===== config.mk =====
export PLATFORM = sky130hd
export DESIGN_NAME = rrp_otf_convert_flat
export DESIGN_NICKNAME = d
export VERILOG_FILES = /design/src/rtl/rrp_otf_convert_if.sv /design/src/rtl/rrp_otf_convert.sv /design/src/flat_wrapper.sv
export SDC_FILE = /design/constraint.sdc
export NUM_CORES = 1
export LEC_CHECK = 0
export CORE_UTILIZATION = 50
export DETAILED_ROUTE_END_ITERATION = 10
export GPL_ROUTABILITY_DRIVEN = 0
export GPL_TIMING_DRIVEN = 0
export PLACE_DENSITY_LB_ADDON = 0.3
export SYNTH_ARGS = -nofsm -noshare
export SYNTH_HDL_FRONTEND = slang
export SYNTH_SLANG_ARGS = --single-unit

===== constraint.sdc =====
create_clock -name clock -period 1.5 [get_ports clock]
set_clock_uncertainty 0.05 [all_clocks]
set_input_delay 0.3 -clock clock [delete_from_list [all_inputs] [get_ports clock]]
set_output_delay 0.3 -clock clock [all_outputs]
set_load 0.03 [all_outputs]

===== src/rtl/rrp_otf_convert_if.sv =====
// rtl/rrp_otf_convert_if.sv - signed-digit word in / two's-complement word out handshake bundle
interface rrp_otf_convert_if #(
    parameter int RADIX = 4,
    parameter int WIDTH = 16
);
    localparam int B     = $clog2(RADIX);
    localparam int D     = B + 1;
    localparam int OUT_W = B * (WIDTH + 1) + 1;

    logic                     in_valid;
    logic                     in_ready;
    logic [(WIDTH+1)*D-1:0]   s_in;
    logic                     out_valid;
    logic                     out_ready;
    logic [OUT_W-1:0]         out_data;
    logic                     out_err;

    modport master (
        output in_valid, s_in, out_ready,
        input  in_ready, out_valid, out_data, out_err
    );

    modport slave (
        input  in_valid, s_in, out_ready,
        output in_ready, out_valid, out_data, out_err
    );
endinterface


===== src/rtl/rrp_otf_convert.sv =====
// rtl/rrp_otf_convert.sv - MSD-first on-the-fly signed-digit to two's-complement converter
module rrp_otf_convert #(
    parameter int RADIX = 4,
    parameter int WIDTH = 16
) (
    input  logic                clock,
    input  logic                reset_n,
    rrp_otf_convert_if.slave    bus
);
    localparam int B     = $clog2(RADIX);
    localparam int D     = B + 1;
    localparam int OUT_W = B * (WIDTH + 1) + 1;
    localparam int IN_W  = (WIDTH + 1) * D;
    localparam int CW    = $clog2(WIDTH + 1);

    typedef enum logic [1:0] {IDLE, CONV, DONE} state_t;

    state_t              state;
    logic [IN_W-1:0]     sreg;
    logic [D-1:0]        dig_r;
    logic                dig_v;
    logic [OUT_W-1:0]    q_r;
    logic [OUT_W-1:0]    qm_r;
    logic [CW-1:0]       cnt;
    logic                err_r;
    logic                in_ready_r;
    logic                out_valid_r;
    logic [OUT_W-1:0]    out_data_r;
    logic                out_err_r;

    logic [B-1:0]        dig_m1;
    logic [OUT_W-1:0]    q_base;
    logic [OUT_W-1:0]    qm_base;
    logic [OUT_W-1:0]    q_nxt;
    logic [OUT_W-1:0]    qm_nxt;
    logic                dig_bad;
    logic                err_nxt;

    // Digit terms RADIX+q and RADIX-1+q reduce to q and q-1 modulo RADIX,
    // so only the low B bits of the digit (and of digit-1) are appended.
    always_comb begin
        dig_m1  = dig_r[B-1:0] - B'(1);
        q_base  = dig_r[D-1] ? qm_r : q_r;
        qm_base = (!dig_r[D-1] && (dig_r != '0)) ? q_r : qm_r;
        q_nxt   = (q_base << B)  | OUT_W'(dig_r[B-1:0]);
        qm_nxt  = (qm_base << B) | OUT_W'(dig_m1);
        // A D-bit digit spans -RADIX..RADIX-1, so -RADIX is the only illegal code.
        dig_bad = (dig_r == {1'b1, {B{1'b0}}});
        err_nxt = err_r | dig_bad;
    end

    always_ff @(posedge clock or negedge reset_n) begin
        if (!reset_n) begin
            state       <= IDLE;
            sreg        <= '0;
            dig_r       <= '0;
            dig_v       <= 1'b0;
            q_r         <= '0;
            qm_r        <= '1;
            cnt         <= CW'(WIDTH);
            err_r       <= 1'b0;
            in_ready_r  <= 1'b1;
            out_valid_r <= 1'b0;
            out_data_r  <= '0;
            out_err_r   <= 1'b0;
        end else begin
            case (state)
                IDLE: begin
                    if (bus.in_valid) begin
                        sreg       <= bus.s_in;
                        q_r        <= '0;
                        qm_r       <= '1;
                        cnt        <= CW'(WIDTH);
                        err_r      <= 1'b0;
                        dig_v      <= 1'b0;
                        in_ready_r <= 1'b0;
                        state      <= CONV;
                    end
                end
                CONV: begin
                    // First CONV cycle only fills the digit register; each later
                    // cycle folds in one digit while the next one is fetched.
                    dig_r <= sreg[IN_W-1 -: D];
                    sreg  <= sreg << D;
                    dig_v <= 1'b1;
                    if (dig_v) begin
                        q_r   <= q_nxt;
                        qm_r  <= qm_nxt;
                        err_r <= err_nxt;
                        cnt   <= cnt - CW'(1);
                        if (cnt == '0) begin
                            out_data_r  <= q_nxt;
                            out_err_r   <= err_nxt;
                            out_valid_r <= 1'b1;
                            state       <= DONE;
                        end
                    end
                end
                DONE: begin
                    if (bus.out_ready) begin
                        out_valid_r <= 1'b0;
                        in_ready_r  <= 1'b1;
                        state       <= IDLE;
                    end
                end
                default: state <= IDLE;
            endcase
        end
    end

    assign bus.in_ready  = in_ready_r;
    assign bus.out_valid = out_valid_r;
    assign bus.out_data  = out_data_r;
    assign bus.out_err   = out_err_r;
endmodule


===== src/flat_wrapper.sv =====
// flat-port wrapper written by rule: the top's interface ports become plain ports
module rrp_otf_convert_flat 
#(
    parameter int RADIX = 4,
    parameter int WIDTH = 16
)
  (clock, reset_n, bus_in_valid, bus_s_in, bus_out_ready, bus_in_ready, bus_out_valid, bus_out_data, bus_out_err);
  rrp_otf_convert_if #(.RADIX(RADIX), .WIDTH(WIDTH)) bus_i ();
  input  logic clock;
  input  logic reset_n;
  input wire logic [$bits(bus_i.in_valid)-1:0] bus_in_valid;
  input wire logic [$bits(bus_i.s_in)-1:0] bus_s_in;
  input wire logic [$bits(bus_i.out_ready)-1:0] bus_out_ready;
  output wire logic [$bits(bus_i.in_ready)-1:0] bus_in_ready;
  output wire logic [$bits(bus_i.out_valid)-1:0] bus_out_valid;
  output wire logic [$bits(bus_i.out_data)-1:0] bus_out_data;
  output wire logic [$bits(bus_i.out_err)-1:0] bus_out_err;
  assign bus_i.in_valid = bus_in_valid;
  assign bus_i.s_in = bus_s_in;
  assign bus_i.out_ready = bus_out_ready;
  assign bus_in_ready = bus_i.in_ready;
  assign bus_out_valid = bus_i.out_valid;
  assign bus_out_data = bus_i.out_data;
  assign bus_out_err = bus_i.out_err;
  rrp_otf_convert #(.RADIX(RADIX), .WIDTH(WIDTH)) u_core (.clock(clock), .reset_n(reset_n), .bus(bus_i));
endmodule

== Word-level counts from Yosys, hierarchy flattened ==
Cells that the tools add are included.
Cells by class
  muxes and demuxes: 28
  eq/ne operators: 7
  $mul: 0
  magnitude comparators: 0
  divide/modulo/power cells: 0
  reductions and logical operators: 14
  bitwise operators: 3
  $add $sub $neg: 2
  shift operators: 0
Operator list (count)
  two-way mux 33 bit: 5
  case mux 33 bit (2 select lines): 2
  case mux 51 bit (2 select lines): 1
  two-way mux 51 bit: 1
  OR 35 x 2 -> 35 bit: 1
  OR 33 x 2 -> 33 bit: 1
  two-way mux 31 bit: 1
  two-way mux 5 bit: 2
  case mux 5 bit (2 select lines): 1
  AND reduction 3 bit: 3
  two-way mux 2 bit: 4
  case mux 1 bit (2 select lines): 4
  AND reduction 4 bit: 2
  two-way mux 1 bit: 6
  case mux 2 bit (3 select lines): 1
  nonzero test 2 bit: 3
  logical NOT 5 bit: 1
  subtractor 5 x 1 -> 5 bit, second input constant: 1
  inequality test 2 x 1 -> 1 bit, second input constant: 2
  inequality test 2 bit, second input constant: 2
  == test 3 bit, second input constant: 1
  nonzero test 3 bit: 1
  == test 2 x 1 -> 1 bit, second input constant: 1
  == test 2 bit, second input constant: 1
  other kinds (6): 6
Word-level totals
  bits in registers: 167
  input port bits: 55
  bits in latches: 0
  word-level logic and storage cells: 66
  output and inout bits: 38
  memory bits (writable): 0
  memory bits (read-only): 0
  memories: 0

== Longest topological paths before layout ==
Gate-level depths: netlist of the first run.
  depth after elaboration: 6
  depth in mapped cells: 7
  mapped depth without buffers: 5

== Least setup slack after synthesis of the first run ==
No wires, ideal clock.
  kind: reg2reg
  start point: reg u_core.cnt[0]
  end point: reg u_core.out_data_r[10], in the netlist u_core.bus.out_data[10]
  clock period less this slack: 1.495 ns
  path buffers: 2
  arrival: 1.363 ns
  library setup time: 0.082 ns
  setup slack: 0.005 ns
  data required time: 1.368 ns
  stages on the path, launching flop included: 8
  path through: dfrtp_1 -> inv_1 -> ha_1 -> nor4b_4 -> buf_4 -> buf_4 -> a21oi_1 -> a31oi_1
Between the ends
  cells in the longest elaborated chain, start to end: 2
Ends and longest elaborated chain
  start, declared: line rrp_otf_convert.sv:24  | logic [CW-1:0] cnt;
  start signal, assigned: line rrp_otf_convert.sv:60  | cnt <= CW'(WIDTH);
  start signal, assigned: line rrp_otf_convert.sv:73  | cnt <= CW'(WIDTH);
  start signal, assigned: line rrp_otf_convert.sv:90  | cnt <= cnt - CW'(1);
  logical NOT 5 bit: line rrp_otf_convert.sv:91  | if (cnt == '0) begin
  AND reduction 3 bit (no line)
  end signal, assigned: line rrp_otf_convert.sv:92  | out_data_r <= q_nxt;
  end, declared: line rrp_otf_convert.sv:28  | logic [OUT_W-1:0] out_data_r;
No other way between the ends.
A chain may end at the register's enable or synchronous reset.

== Worst setup path after layout of the first run ==
  start point: reg u_core.dig_r[0]
  end point: reg u_core.qm_r[2]
Between the ends
  cells in the longest elaborated chain, start to end: 6
Ends and longest elaborated chain
  start, declared: line rrp_otf_convert.sv:20  | logic [D-1:0] dig_r;
  start signal, assigned: line rrp_otf_convert.sv:83  | dig_r <= sreg[IN_W-1 -: D];
  nonzero test 3 bit: line rrp_otf_convert.sv:44  | qm_base = (!dig_r[D-1] && (dig_r != '0)) ? q_r : qm_r;
  logical AND 1 bit: line rrp_otf_convert.sv:44
  two-way mux 31 bit: line rrp_otf_convert.sv:44
  OR 33 x 2 -> 33 bit: line rrp_otf_convert.sv:46  | qm_nxt = (qm_base << B) | OUT_W'(dig_m1);
  two-way mux 33 bit: line rrp_otf_convert.sv:86  | if (dig_v) begin
  case mux 33 bit (2 select lines): line rrp_otf_convert.sv:67  | case (state)
  end signal, assigned: line rrp_otf_convert.sv:88  | qm_r <= qm_nxt;
  end, declared: line rrp_otf_convert.sv:23  | logic [OUT_W-1:0] qm_r;
No other way between the ends. The select of a mux whose other input is x is not followed.

==> flow_summary.json, run 1 <==
{
  "ys_seq_area_share_pct": 56.1,
  "netlist_area_mm2": 0.00752,
  "avgRoutedWirePerCell_um": 22.4,
  "vias": 6392,
  "io_buffers": 92,
  "gr-usage-all-layers_pct": 25.6,
  "synth_top_area_share_pct": 43.9,
  "tightest_slew_ns": 0.879,
  "period_needed_ns": 1.70,
  "async_reset_ff_share_pct": 100,
  "numClockSinks": 167,
  "reg2reg_to": "u_core.qm_r[2]",
  "synth_nets": 691,
  "hold_class": "in2async",
  "synthToLayoutAreaGrowth_pct": 41.1,
  "maxCapViolations": 0,
  "rr_worst_depth": 7,
  "reg2reg_slack_ns": -0.20,
  "ys.flop_type": "dfrtp_1",
  "syn_avg_cell_area_um2": 11.9,
  "grt_start_max_net_pins": 97,
  "die_h_um": 125,
  "synth_cell_types": 38,
  "start_kind": "flip-flop",
  "grt_pass1_wl_um": 31500,
  "clkSlewWorstSetupHoldPaths_ns": 0.06,
  "coreArea_mm2": 0.0146,
  "crit_path_end_kind": "flip-flop",
  "ys_warn_count": 0,
  "crit_required_ns": 1.80,
  "violations": "hold timing, setup timing",
  "slew_viol_final": 0,
  "fmax_ghz": 0.589,
  "initial_utilization_pct": 51.6,
  "finalPower_mw": 27.6,
  "outcome": "complete, but fails checks",
  "mostFrequentLayoutCell": "dfrtp_1",
  "yosys-top-cells-area": "dfrtp_1, dfstp_2, a22oi_1",
  "syn_inst": 634,
  "hold_ws_ns": -0.0993,
  "synth-edff-count": 0,
  "grt_pass1_vias": 6200,
  "antenna_left": 0,
  "drc": 0,
  "finalCritPeriodShare_pct": 113,
  "first_iter_violations": 539,
  "r2r-start": "u_core.dig_r[0]",
  "critPathMaxFanout": 7,
  "pin_count": 93,
  "relSlewSlack_pct": 41.4,
  "drive_gt1_share_pct": 37.9,
  "grt_setup_unrepaired": "yes",
  "power_density_mw_per_mm2": 2600,
  "dr.pass1.iters": 5,
  "num_rows": 44,
  "antenna_cells": 0,
  "wl_um": 22100,
  "antenna_found_initial": 0,
  "cts_root_buffer": "clkbuf_16",
  "cts-buffers-inserted": 17,
  "dp_hpwl_um": 12700,
  "final_cell_mix": "dfrtp_1, a22oi_1, clkdlybuf4s50_1, mux2i_1, buf_4",
  "via_per_inst": 6.48,
  "fin_ws_ns": -0.198,
  "finalHoldViolCount": 70,
  "peakVddDrop_mv": 1.42,
  "cts_tree": "built",
  "clock_path_buffers": 2,
  "clk_latency_ns": 0.43,
  "setup-violations-final": 101,
  "grt-ovfl-total": 0,
  "critical_path_class": "reg2reg",
  "die_w_um": 125,
  "finalNetCount": 847,
  "p_leak_nw": 4.39,
  "htreeDepth": 4,
  "die-area_mm2": 0.0155,
  "ys_ff_latch": 167,
  "crit_arrival_ns": 2.00,
  "synth_largest_area_cell": "dfrtp_1"
}
-- layer usage --
metal / up-vias / GRT usage (%) / share of wire, %
li1: 2790 / - / -
met1: 3302 / 32.0 / 41
met2: 247 / 43.5 / 52
met3: 53 / 5.24 / 4.7
met4: 0 / 9.99 / 2.9
met5: - / 0 / 0
-- worst max path at each step --
stage               slack, ns       startpoint                      end
floorplan               0.005    u_core.cnt[0]  u_core.bus.out_data[10]
global placement        -6.32          reset_n          u_core.sreg[39]
detailed placement      -0.55     bus_in_valid           u_core.qm_r[6]
CTS                     -0.09    u_core.cnt[1]  u_core.bus.out_data[16]
global route            -0.24  u_core.dig_r[1]           u_core.qm_r[2]
finish                  -0.20  u_core.dig_r[0]           u_core.qm_r[2]
-- report_power, final --
group,internal [mW],switching (mW),leakage (nW)
Combinational,6.59,7.45,2.07
Clock,2.79,1.79,0.304
Sequential,6.97,1.97,2.01
-- final cells by class --
| type | instances | area (µm²) |
|---|---|---|
| tap | 184 | 230 |
| multi-input combinational | 395 | 3490 |
| clock inverter | 8 | 119 |
| clock buffer | 24 | 492 |
| fill | 918 | 3980 |
| sequential | 167 | 4230 |
| inverter | 9 | 33.8 |
| buffer | 61 | 553 |
| timing repair buffer | 139 | 1460 |
-- flip-flops by register name, indices dropped and copies added (netlist names) --
register              flops
u_core.bus.in_ready       1
u_core.bus.out_data      35
u_core.bus.out_err        1
u_core.bus.out_valid      1
u_core.cnt                5
u_core.dig_r              3
u_core.dig_v              1
u_core.err_r              1
u_core.q_r               33
u_core.qm_r              33
u_core.sreg              51
u_core.state              2
-- logic make-up (layout without fill, tap and decap cells) --
logic type	after synthesis	after routing	share of synthesized area [%]
AO/OA/AOI/OAI	298	298	27.3
buffers and inverters	73	241	4.56
flip-flops	167	167	56.1
multiplexers	70	70	9.43
AND/OR/NAND/NOR	24	25	2.23
adder cells (fa/ha/maj)	2	2	0.333
-- stage by stage --
step | util (%) | cells | instance area [µm²] | setup TNS, ns | setup slack (ns)
floorplan | - | 634 | 7520 | 0 | 0.00472
global placement | 59.5 | 910 | 8670 | -1046.93 | -6.32
detailed placement | 59.7 | 911 | 8700 | -67.58 | -0.554
CTS | 67.6 | 962 | 9860 | -2.61 | -0.0900
global route | 72.7 | 987 | 10600 | -12.79 | -0.242
finish | 72.7 | 987 | 10600 | -7.42 | -0.198
-- what timing repair did --
item,in CTS,in global routing
hold endpoints to repair,70,30
buffers inserted,15,21
gates cloned,5,8
gates resized for setup,214,174
pin swaps,24,26
setup endpoints to repair,196,176
-- cell usage after synthesis (2+ instances only) --
cell type	instances
dfrtp_1	132
a22oi_1	95
mux2i_1	63
o21ai_0	54
a21oi_1	37
a31oi_1	35
dfstp_2	35
buf_2	34
a2bb2oi_1	32
o2bb2ai_1	29
clkbuf_1	20
a22o_1	10
inv_1	8
buf_4	7
mux2_2	7
nand2_1	5
nor2_1	4
buf_1	3
nor2b_1	3
ha_1	2
o22ai_1	2
-- critical path: stages, from the launching register on --
cell	delay [ns]
dfrtp_1	0.38
inv_2	0.07
ha_4	0.17
nor2_4	0.27
buf_4	0.19
clkbuf_16	0.15
mux2i_1	0.23
a2bb2oi_1	0.11
No activity file was read; power rests on OpenSTA's default activity.
==> run 2, diff against run 1 <==
- CORE_UTILIZATION: 50 -> 52
- CTS_BUF_LIST: default -> sky130_fd_sc_hd__clkbuf_8
- CTS_CLUSTER_DIAMETER: default -> 80
- REMOVE_ABC_BUFFERS: default -> 1
==> run 2 against run 1 <==
Net effect:
- the flow finishes with violations (setup timing)
- hold slack gained 0.44 ns
- final cell count shrank 1.1%
- routed wire length grew 14%
- critical path depth shrank 2
- register-to-register slack lost 0.15 ns
- clock power shrank 27%
- non-clock buffer count shrank 21
- combinational power grew 8%
- sequential share of layout area shrank 0.34 points
- setup slack lost 0.15 ns
- largest cell class unchanged
==> flow_summary.json, run 2 (same netlist as run 1, synthesis figures left out) <==
{
  "die_w_um": 122,
  "largest_register": "u_core.sreg",
  "fin_cells": 976,
  "grt_start_max_net_pins": 97,
  "first_iter_violations": 541,
  "dp.cells": 853,
  "cts-buffers-inserted": 17,
  "crit_required_ns": 1.83,
  "final_area_mm2": 0.0107,
  "hold_class": "in2async",
  "die-area_mm2": 0.0150,
  "slowest_stage": "dfrtp_1",
  "start_kind": "flip-flop",
  "initial_utilization_pct": 53.8,
  "critical_path_class": "reg2reg",
  "grt_setup_unrepaired": "yes",
  "rr_worst_depth": 5,
  "critPathMaxFanout": 16,
  "dr.pass1.iters": 5,
  "period_needed_ns": 1.85,
  "gr-usage-all-layers_pct": 28.5,
  "relSlewSlack_pct": 62.5,
  "final_cell_mix": "dfrtp_1, mux2i_1, a22oi_1, clkdlybuf4s50_1, o21ai_1",
  "wl_um": 25200,
  "grt_pass1_wl_um": 32400,
  "dp_hpwl_um": 9720,
  "finalCritPeriodShare_pct": 123,
  "antenna_found_initial": 0,
  "clkSlewWorstSetupHoldPaths_ns": 0.10,
  "crit_path_end_kind": "flip-flop",
  "finalHoldViolCount": 0,
  "r2r-start": "u_core.cnt[2]",
  "fmax_ghz": 0.540,
  "antenna_left": 0,
  "largest_reg_flops": 51,
  "hold_ws_ns": 0.342,
  "vias": 6653,
  "slew_viol_final": 0,
  "synthToLayoutAreaGrowth_pct": 42.5,
  "p_leak_nw": 4.40,
  "cts_root_buffer": "clkbuf_8",
  "numClockSinks": 167,
  "htreeDepth": 4,
  "outcome": "complete, but fails checks",
  "pin_count": 93,
  "violations": "setup timing",
  "reg2reg_slack_ns": -0.35,
  "clock_path_buffers": 2,
  "peakVddDrop_mv": 1.04,
  "coreArea_mm2": 0.0140,
  "antenna_cells": 0,
  "power_density_mw_per_mm2": 2560,
  "clk_latency_ns": 0.47,
  "drive_gt1_share_pct": 40.5,
  "mostFrequentLayoutCell": "dfrtp_1",
  "cts_tree": "built",
  "num_rows": 43,
  "reg2reg_to": "u_core.bus.out_data[2]",
  "tightest_slew_ns": 0.562,
  "maxCapViolations": 0,
  "worstPathCellList": "nor4b_4 -> buf_6 -> buf_12 -> a21oi_1 -> a31oi_1",
  "slowest_delay_ns": 0.52,
  "via_per_inst": 6.82,
  "n_fill_cell": 834,
  "finalNetCount": 840,
  "dpl_cell_area_mm2": 0.00860,
  "die_h_um": 122,
  "fin_ws_ns": -0.352,
  "grt-ovfl-total": 0,
  "grt_pass1_vias": 6233,
  "crit_arrival_ns": 2.18,
  "avgRoutedWirePerCell_um": 25.8,
  "io_buffers": 92,
  "drc": 0,
  "setup-violations-final": 156
}
-- run 2: how the worst max path moves through the flow --
stage,from,end,slack [ns],cells past startpoint
finish,u_core.cnt[2],u_core.bus.out_data[2],-0.35,5
detailed placement,u_core.state[0],u_core.cnt[1],-1.62,3
global placement,reset_n,u_core.sreg[35],-6.36,1
global route,u_core.cnt[0],u_core.bus.out_data[2],-0.34,7
CTS,u_core.state[1],u_core.q_r[32],-0.14,5
floorplan,u_core.state[0],u_core.bus.out_data[0],-2.48,3
-- run 2: stage by stage --
stage               setup slack [ns]  total power [mW]  TNS [ns]  utilization, %
CTS                           -0.136              23.5     -6.26            69.6
floorplan                      -2.48              14.5   -320.47               -
finish                        -0.352              27.4    -23.52            76.6
detailed placement             -1.62              18.3   -192.80            61.5
global route                  -0.342              28.5    -26.94            76.6
global placement               -6.36              17.1  -1546.56            59.8
-- run 2: layout make-up --
class / instances / area [µm²] / area share, %
sequential: 167 / 4230 / 39.5
multi-input combinational: 409 / 3840 / 35.9
timing repair buffer: 179 / 1960 / 18.3
clock buffer: 22 / 303 / 2.82
tap: 180 / 225 / 2.10
clock inverter: 10 / 103 / 0.957
inverter: 9 / 46.3 / 0.432
-- run 2: routing by layer --
metal | track usage [%] | up-vias | wire length [µm]
li1 | - | 2798 | -
met1 | 35.5 | 3359 | 9160
met5 | 0 | - | 0
met2 | 46.6 | 394 | 12900
met3 | 6.32 | 102 | 1820
met4 | 14.3 | 0 | 1310
-- run 2: power breakdown --
| part | switching (mW) | total, mW | internal [mW] |
|---|---|---|---|
| combinational | 8.26 | 15.1 | 6.83 |
| sequential | 2.02 | 8.98 | 6.97 |
| clock | 1.67 | 3.35 | 1.68 |
| total | 11.9 | 27.4 | 15.5 |
-- run 2: timing repair --
item	4_1_cts	5_1_grt
endpoints found under the hold margin	64	0
resized for setup	220	181
cloned	14	14
pin swaps	9	46
hold buffers	1	0
buffers inserted	40	24
setup endpoints to repair	203	170
-- run 2: worst max-delay path, delay by kind of cell, from the launching register on --
| family | cells | cell delay (ns) |
|---|---|---|
| buffers and inverters | 2 | 0.45 |
| AOI/OAI and AO/OA | 2 | 0.28 |
| and+or+nand+nor | 1 | 0.46 |
| DFF | 1 | 0.52 |
